<file path="src/rtl/multi_debounce.sv">
// rtl/multi_debounce.sv - multi-channel button debouncer with press/release pulses
// Optional hold detection: define MULTI_DEBOUNCE_LONG_PRESS_EN to enable long_pulse.
module multi_debounce #(
    parameter int CHANNELS        = 4,
    parameter int DEBOUNCE_CYCLES = 120000,
    parameter int ACTIVE_LOW      = 0,
    parameter int LONG_CYCLES     = 12000000
) (
    input  logic                clk,
    input  logic                rst_n,
    input  logic [CHANNELS-1:0] button_in,
    output logic [CHANNELS-1:0] button_out,
    output logic [CHANNELS-1:0] press_pulse,
    output logic [CHANNELS-1:0] release_pulse,
    output logic                any_pressed,
    output logic [CHANNELS-1:0] long_pulse
);

    localparam int CW = $clog2(DEBOUNCE_CYCLES);
    localparam logic [CW-1:0] CNT_MAX = CW'(DEBOUNCE_CYCLES - 1);
    localparam logic INACTIVE = (ACTIVE_LOW != 0);

    for (genvar i = 0; i < CHANNELS; i++) begin : g_ch
        logic          sync1;
        logic          sync2;
        logic          state;
        logic          press_q;
        logic          release_q;
        logic          long_q;
        logic [CW-1:0] cnt;
        logic          s;
        logic          accept;

        assign s      = sync2 ^ INACTIVE;
        assign accept = (s != state) && (cnt == CNT_MAX);

        always_ff @(posedge clk or negedge rst_n) begin
            if (!rst_n) begin
                sync1     <= INACTIVE;
                sync2     <= INACTIVE;
                state     <= 1'b0;
                cnt       <= '0;
                press_q   <= 1'b0;
                release_q <= 1'b0;
            end else begin
                sync1     <= button_in[i];
                sync2     <= sync1;
                press_q   <= 1'b0;
                release_q <= 1'b0;
                if (s == state) begin
                    cnt <= '0;
                end else if (accept) begin
                    state     <= s;
                    cnt       <= '0;
                    press_q   <= s;
                    release_q <= ~s;
                end else begin
                    cnt <= cnt + 1'b1;
                end
            end
        end

`ifdef MULTI_DEBOUNCE_LONG_PRESS_EN
        localparam int LW = $clog2(LONG_CYCLES + 1);
        localparam logic [LW-1:0] HOLD_MAX = LW'(LONG_CYCLES);
        logic [LW-1:0] hold;

        // Saturating at HOLD_MAX is what limits the pulse to once per press.
        always_ff @(posedge clk or negedge rst_n) begin
            if (!rst_n) begin
                hold   <= '0;
                long_q <= 1'b0;
            end else if (!state || (accept && !s)) begin
                hold   <= '0;
                long_q <= 1'b0;
            end else if (hold != HOLD_MAX) begin
                hold   <= hold + 1'b1;
                long_q <= (hold == HOLD_MAX - 1'b1);
            end else begin
                long_q <= 1'b0;
            end
        end
`else
        assign long_q = 1'b0;
`endif

        assign button_out[i]    = state;
        assign press_pulse[i]   = press_q;
        assign release_pulse[i] = release_q;
        assign long_pulse[i]    = long_q;
    end

    always_ff @(posedge clk or negedge rst_n) begin
        if (!rst_n) begin
            any_pressed <= 1'b0;
        end else begin
            any_pressed <= |button_out;
        end
    end

endmodule
</file>
<file path="config.mk">
export PLATFORM = sky130hd
export DESIGN_NAME = multi_debounce
export DESIGN_NICKNAME = d
export VERILOG_FILES = /design/src/rtl/multi_debounce.sv
export SDC_FILE = /design/constraint.sdc
export NUM_CORES = 1
export LEC_CHECK = 0
export ABC_AREA = 1
export ABC_CLOCK_PERIOD_IN_PS = 4100
export CORE_MARGIN = 5
export CORE_UTILIZATION = 40
export DETAILED_ROUTE_END_ITERATION = 10
export SLEW_MARGIN = 25
export SYNTH_ARGS = -nofsm -noshare
export SYNTH_HDL_FRONTEND = slang
export SYNTH_SLANG_ARGS = --single-unit
</file>
<file path="constraint.sdc">
create_clock -name clk -period 4.1 [get_ports clk]
set_input_delay 0.41 -clock clk [delete_from_list [all_inputs] [get_ports clk]]
set_output_delay 0.41 -clock clk [all_outputs]
set_load 0.02 [all_outputs]
</file>
==> results.md, run 1 <==
* Final min period at between 1.5 and 2 ns
* Final setup fails at 0
* Commonest cells after routing, fill and taps aside: 152 x nand2_1, 135 x nor2_1, 89 x dfrtp_1, 64 x inv_1, 33 x nand3_1
* Worst path slowest cell: clkdlybuf4s50_1
* Cell count after synthesis at 611
* Commonest non-fill, non-tap cell in the layout: nand2_1
* Final hold viol count at 0
* Count of input and output buffers at 18
* Max stage delay on crit path at around 0.63 ns
* Routed vias/inst at ~4.8
* Average wire per standard cell at 12.0 µm
* Worst path arrival time at between 1 and 1.5 ns
* Reg2reg start: g_ch[3].cnt[0]
* FF+latch count, synth at roughly 90
* Sink Count at a little under 90
* Share of cells above drive strength 1 at between 5 and 6%
* FF/Latch Area at around 2200 µm²
* Fmax at approximately 0.56 GHz
* Critical Path Stages at 1
* Fin area at around 5200 µm²
* Final slew viol count at 0
* Placed cells at roughly 760
* Slew margin rel. at around 49%
* Worst min path class: in2async
* Worst Path Required at about 3.7 ns
* CTS root buf: clkbuf_16
* DRC at 0
* Die H at 118 µm
* Unique masters post-synth at 25
* Largest net degree at the start of global routing at 60
* Total track usage at 14.1%
* Clk slew on worst S/H paths at approximately 0.06 ns
* Filler Cell Count at 1,108
* Mapped Area at about 4700 µm²
* Crit path to: button_out[3]
* MaxCap Viol Count at 0
* FF-to-FF setup slack at 2.52 ns
* CP delay by family, top: buffers and inverters
* Die area at between 10,000 and 15,000 µm²
* Pwr per Cell Area at around 340 nW/µm²
* Placed instance area at 4910 µm²
* Fin nets at 634
* Post-cts sizing count at 0
* Final hold slack at around 0.15 ns
* Area grow syn2layout at 11.0%
* DRT Pass-1 Iters at 4
* DIE WIDTH at 118 µm
* Leak at between 2 and 2.5 nW
* RD Place Congestion at ~0.89
* Finished Layout Cells at roughly 770
* Setup crit end kind: primary output
* Worst setup path startpoint: g_ch[3].state
* First-pass GRT wire length at ~17,000 µm
* Worst-path maximum fanout at 4
* Worst Tran Pin Value at roughly 0.76 ns
* R2R depth at 6
* Drt total wl at around 9000 µm
* Crit path kind: reg2out
* GR Overflow Total at 0
* Starting DRT DRC Count at approximately 290
* Outcome: finished, final reports clean
* Final Cycle Share at a little over two fifths
* Crit-path cells: clkdlybuf4s50_1
* Average cell area after synthesis at around 7.7 µm²
* Peak supply drop at ~0.00029 V
* Antenna violations before repair at 0
* Crit path buffers/inverters at 1
* CTS tree: yes
* Yosys warning count at 0
* Ant. Diodes at 0
* Starting density of the core at between 40% and 50%
* Multi-input logic area at approximately 2100 µm²
* Unrepaired setup endpoints after global routing: no
* Startpoint type of the worst setup path: register
* Remaining antenna violation count at 0
* FF-to-FF End: g_ch[3].cnt[10]
* Top-level I/O count at 23
* Post-Route Skew at roughly 0.0053 ns
* Post-CTS Hold Buffers at 0
* Post-Route Setup TNS at 0 ns
* Clock Path Buffers at 2
* Clk_lat worst skew at 0.34 ns
* Seq/Total Area, Yosys at approximately 47%
* Postcts setup bufs at 0
* Num CTS Buffers at 9
* CTS H-tree lvls at 3
* Via Count at ~3,700
* DP HPWL at 6800 µm
* Core box area at ~11,000 µm²
* Vias in the first global route at 3,635
* Row count at 39
[flip-flops by register name, summed over array words and instances (netlist names)]
| name | flops |
|---|---|
| any_pressed | 1 |
| g_ch.s | 4 |
| g_ch.release_q | 4 |
| g_ch.state | 4 |
| g_ch.press_q | 4 |
| g_ch.sync1 | 4 |
| g_ch.cnt | 68 |
[power by group]
group | internal [W] | total, W | switching, W
combinational | 0.0000151 | 0.0000586 | 0.0000434
sequential | 0.000892 | 0.000904 | 0.0000124
clock | 0.000486 | 0.000818 | 0.000331
total | 0.00139 | 0.00178 | 0.000387
[cell usage after synthesis]
master	instances	area share [%]
a21oi_1	9	0.96
buf_4	18	2.9
buf_6	2	0.48
conb_1	1	0.080
dfrtp_1	89	47
ha_1	4	1.1
inv_1	64	5.1
inv_2	1	0.080
nand2_1	152	12
nand2_2	7	0.93
nand3_1	33	3.5
nand3_2	2	0.43
nand3b_1	4	0.64
nand4_1	24	3.2
nor2_1	135	11
nor2_2	8	1.1
nor2_4	2	0.48
nor3_1	9	0.96
nor3b_1	4	0.64
o21ai_0	6	0.64
o21ai_1	3	0.32
o21bai_1	9	1.4
or2_1	1	0.13
xnor2_1	8	1.5
xor2_1	16	3.0
[logic make-up (layout without fill, tap and decap cells)]
family	Yosys count	count (layout)	share of synthesized area, %
compound gates	27	27	3.36
fa+ha+maj	4	4	1.07
xor+xnor	24	24	4.48
other cells	1	4	0.0799
simple gates	381	381	35.0
buf+inv	85	100	8.56
flops	89	89	47.5
[per-stage QoR]
step	total power, W	setup slack, ns	utilization, %
floorplan	0.000953	2.78	-
global placement	0.000979	2.56	42.8
detailed placement	0.000981	2.49	42.8
CTS	0.00181	2.31	45.4
global route	0.00186	2.27	45.4
finish	0.00178	2.33	45.4
[worst min path at each step]
stage / startpoint / end / slack, ns / cells past startpoint
3_3_place_gp: g_ch[1].sync1 / g_ch[1].s / 0.34 / 0
3_5_place_dp: g_ch[2].sync1 / g_ch[2].s / 0.34 / 0
4_1_cts: rst_n / g_ch[0].s / 0.17 / 1
5_1_grt: rst_n / g_ch[0].release_q / 0.23 / 1
6_report: rst_n / g_ch[0].s / 0.15 / 1
2_1_floorplan: rst_n / any_pressed / 0.11 / 0
[layout make-up]
cell class / instances / area share (%)
Sequential cell: 89 / 42.8
Multi-Input combinational cell: 440 / 39.8
Inverter: 65 / 4.69
Clock buffer: 11 / 4.66
Timing Repair Buffer: 19 / 3.56
Tap cell: 143 / 3.44
Clock inverter: 5 / 1.06
[layer usage]
layer	part of all wire [%]	track usage, %	up-vias	routed length, µm
met5	0	0	-	0
met4	1.7	5.02	0	156
met3	4.1	4.20	13	383
met2	46	22.5	54	4240
met1	48	18.2	1723	4470
li1	-	-	1930	-
Power figures use the tool's default switching activity.
==> run 2: changes to the inputs <==
ABC_CLOCK_PERIOD_IN_PS = 1650   (was 4100)
clock period = 1.65 ns   (was 4.1 ns; I/O delays follow)
==> results.md, run 2 (synthesized netlist as in run 1, its figures left out) <==
* FF-to-FF setup slack at 0.17 ns (was 2.52 ns)
* GR Overflow Total at 0 (unchanged)
* Post-Route Skew at 0.00502 ns (was 0.00528 ns)
* CTS tree: yes (unchanged)
* Remaining antenna violation count at 0 (unchanged)
* CTS root buf: clkbuf_16 (unchanged)
* DIE WIDTH at 118 µm (unchanged)
* Antenna violations before repair at 0 (unchanged)
* Filler Cell Count at 1,129 (was 1,108)
* Startpoint type of the worst setup path: register (unchanged)
* CP delay by family, top: buffers and inverters (unchanged)
* Final Cycle Share at between 90% and 100%
* Share of cells above drive strength 1 at 7.26% (was 5.88%)
* Worst-path maximum fanout at 4 (unchanged)
* Setup crit end kind: primary output (unchanged)
* Area grow syn2layout at 12.3% (was 11.0%)
* Final hold viol count at 0 (unchanged)
* Fin nets at 639 (was 634)
* Final slew viol count at 0 (unchanged)
* Core box area at 11,500 µm² (unchanged)
* Crit path kind: reg2out (unchanged)
* MaxCap Viol Count at 0 (unchanged)
* Worst min path class: in2async (unchanged)
* Max stage delay on crit path at 0.63 ns (about the same)
* Largest Register: g_ch.cnt (unchanged)
* Drt total wl at 9410 µm (was 9260 µm)
* Count of input and output buffers at 18 (unchanged)
* Average wire per standard cell at 12.1 µm (was 12.0 µm)
* Top-level I/O count at 23 (unchanged)
* Worst Path Required at 1.48 ns (was 3.69 ns)
* Worst path slowest cell: clkdlybuf4s50_1 (unchanged)
* Routed vias/inst at 4.83 (was 4.82)
* Postcts setup bufs at 0 (unchanged)
* Largest net degree at the start of global routing at 41 (was 60)
* DP HPWL at 7000 µm (was 6800 µm)
* Clock Path Buffers at 2 (unchanged)
* Clk_lat worst skew at 0.34 ns (about the same)
* Peak supply drop at 0.00100 V (was 0.000285 V)
* Fmax at between 0.6 and 0.7 GHz
* R2R depth at 8 (was 6)
* DRT Pass-1 Iters at 4 (unchanged)
* Starting density of the core at 40.9% (unchanged)
* First-pass GRT wire length at 16,700 µm (was 16,500 µm)
* Crit path buffers/inverters at 1 (unchanged)
* FF-to-FF End: g_ch[0].cnt[15] (was g_ch[3].cnt[10])
* Die H at 118 µm (unchanged)
* Leak at 2.21 nW (was 2.18 nW)
* Placed cells at 760 (was 756)
* Sink Count at 89 (unchanged)
* Clk slew on worst S/H paths at 0.06 ns (about the same)
* Multi-input logic area at 2090 µm² (was 2070 µm²)
* Pwr per Cell Area at 824 nW/µm² (was 342 nW/µm²)
* FF/Latch Area at 2230 µm² (unchanged)
* Num CTS Buffers at 9 (unchanged)
* Reg2reg start: g_ch[0].cnt[0] (was g_ch[3].cnt[0])
* RD Place Congestion at 0.907 (was 0.886)
* Worst setup path startpoint: g_ch[3].state (unchanged)
* Outcome: finished, final reports clean (unchanged)
* Final setup fails at 0 (unchanged)
* Vias in the first global route at 3,680 (was 3,635)
* Ant. Diodes at 0 (unchanged)
* Number of flip-flops in the largest register at 68 (unchanged)
* Unrepaired setup endpoints after global routing: no (unchanged)
* Finished Layout Cells at 777 (was 772)
* Post-Route Setup TNS at 0 ns (unchanged)
* Starting DRT DRC Count at 292 (was 287)
* Critical Path Stages at 1 (unchanged)
* DRC at 0 (unchanged)
* Row count at 39 (unchanged)
* Total track usage at 14.4% (was 14.1%)
* Crit-path cells: clkdlybuf4s50_1 (unchanged)
* Die area at 14,000 µm² (unchanged)
* Worst path arrival time at 1.39 ns (was 1.36 ns)
* CTS H-tree lvls at 3 (unchanged)
* Commonest non-fill, non-tap cell in the layout: nand2_1 (unchanged)
* Via Count at 3,756 (was 3,720)
* Final min period at between 1.5 and 2 ns
* Commonest cells after routing, fill and taps aside: 148 x nand2_1, 134 x nor2_1, 89 x dfrtp_1, 64 x inv_1, 33 x nand3_1 (was 152 x nand2_1, 135 x nor2_1, 89 x dfrtp_1, 64 x inv_1, 33 x nand3_1)
[run 2: changes by cell type in the layout (fill, tap and decap cells not counted), sizes merged]
| cell | before | now |
|---|---|---|
| clkbuf | 11 | 12 |
| clkinvlp | 2 | 3 |
| clkinv | 2 | 1 |
| bufinv | 1 | 0 |
| buf | 2 | 6 |
| dlygate4sd3 | 0 | 1 |
[run 2: stage by stage]
stage	area (µm²)	util [%]	hold slack (ns)	total power, W	setup slack (ns)
floorplan	4700	-	-0.131	0.00237	0.328
global placement	4960	43.3	0.0308	0.00244	0.131
detailed placement	4960	43.3	0.0332	0.00245	0.0682
CTS	5260	45.8	0.206	0.00442	0.0487
global route	5270	46.0	0.238	0.00455	0.00103
finish	5270	46.0	0.219	0.00434	0.0970
[run 2: cell type report]
type                    count  share of cell area (%)
flip-flops and latches     89                    42.3
repair buffers             24                    4.75
clock buffers              12                    4.87
clock inverters             4                   0.522
multi-input cells         440                    39.6
inverters                  65                    4.63
well taps                 143                    3.40
[run 2: worst max path at each step]
stage               slack (ns)               to
finish                     0.1    button_out[3]
global route             0.001  g_ch[1].cnt[16]
CTS                       0.05  g_ch[3].cnt[10]
detailed placement        0.07  g_ch[3].cnt[10]
global placement          0.13  g_ch[2].cnt[10]
floorplan                 0.33  g_ch[0].cnt[12]
[run 2: report_power, final]
part           leakage (nW)  internal [W]  switching (W)
registers              1.22       0.00222      0.0000311
logic                 0.863     0.0000501       0.000112
clock network         0.131       0.00110       0.000832
[run 2: timing repair]
item,CTS,global route
endpoints found under the setup margin,0,33
hold buffers,1,0
resized for setup,0,5
hold endpoints to repair,89,0
[run 2: metal layers]
layer,up-vias,GRT usage (%),part of all wire (%)
li1,1930,-,-
met1,1753,18.2,47
met2,67,23.8,48
met3,6,4.06,4.0
met4,0,4.59,0.77
met5,-,0,0
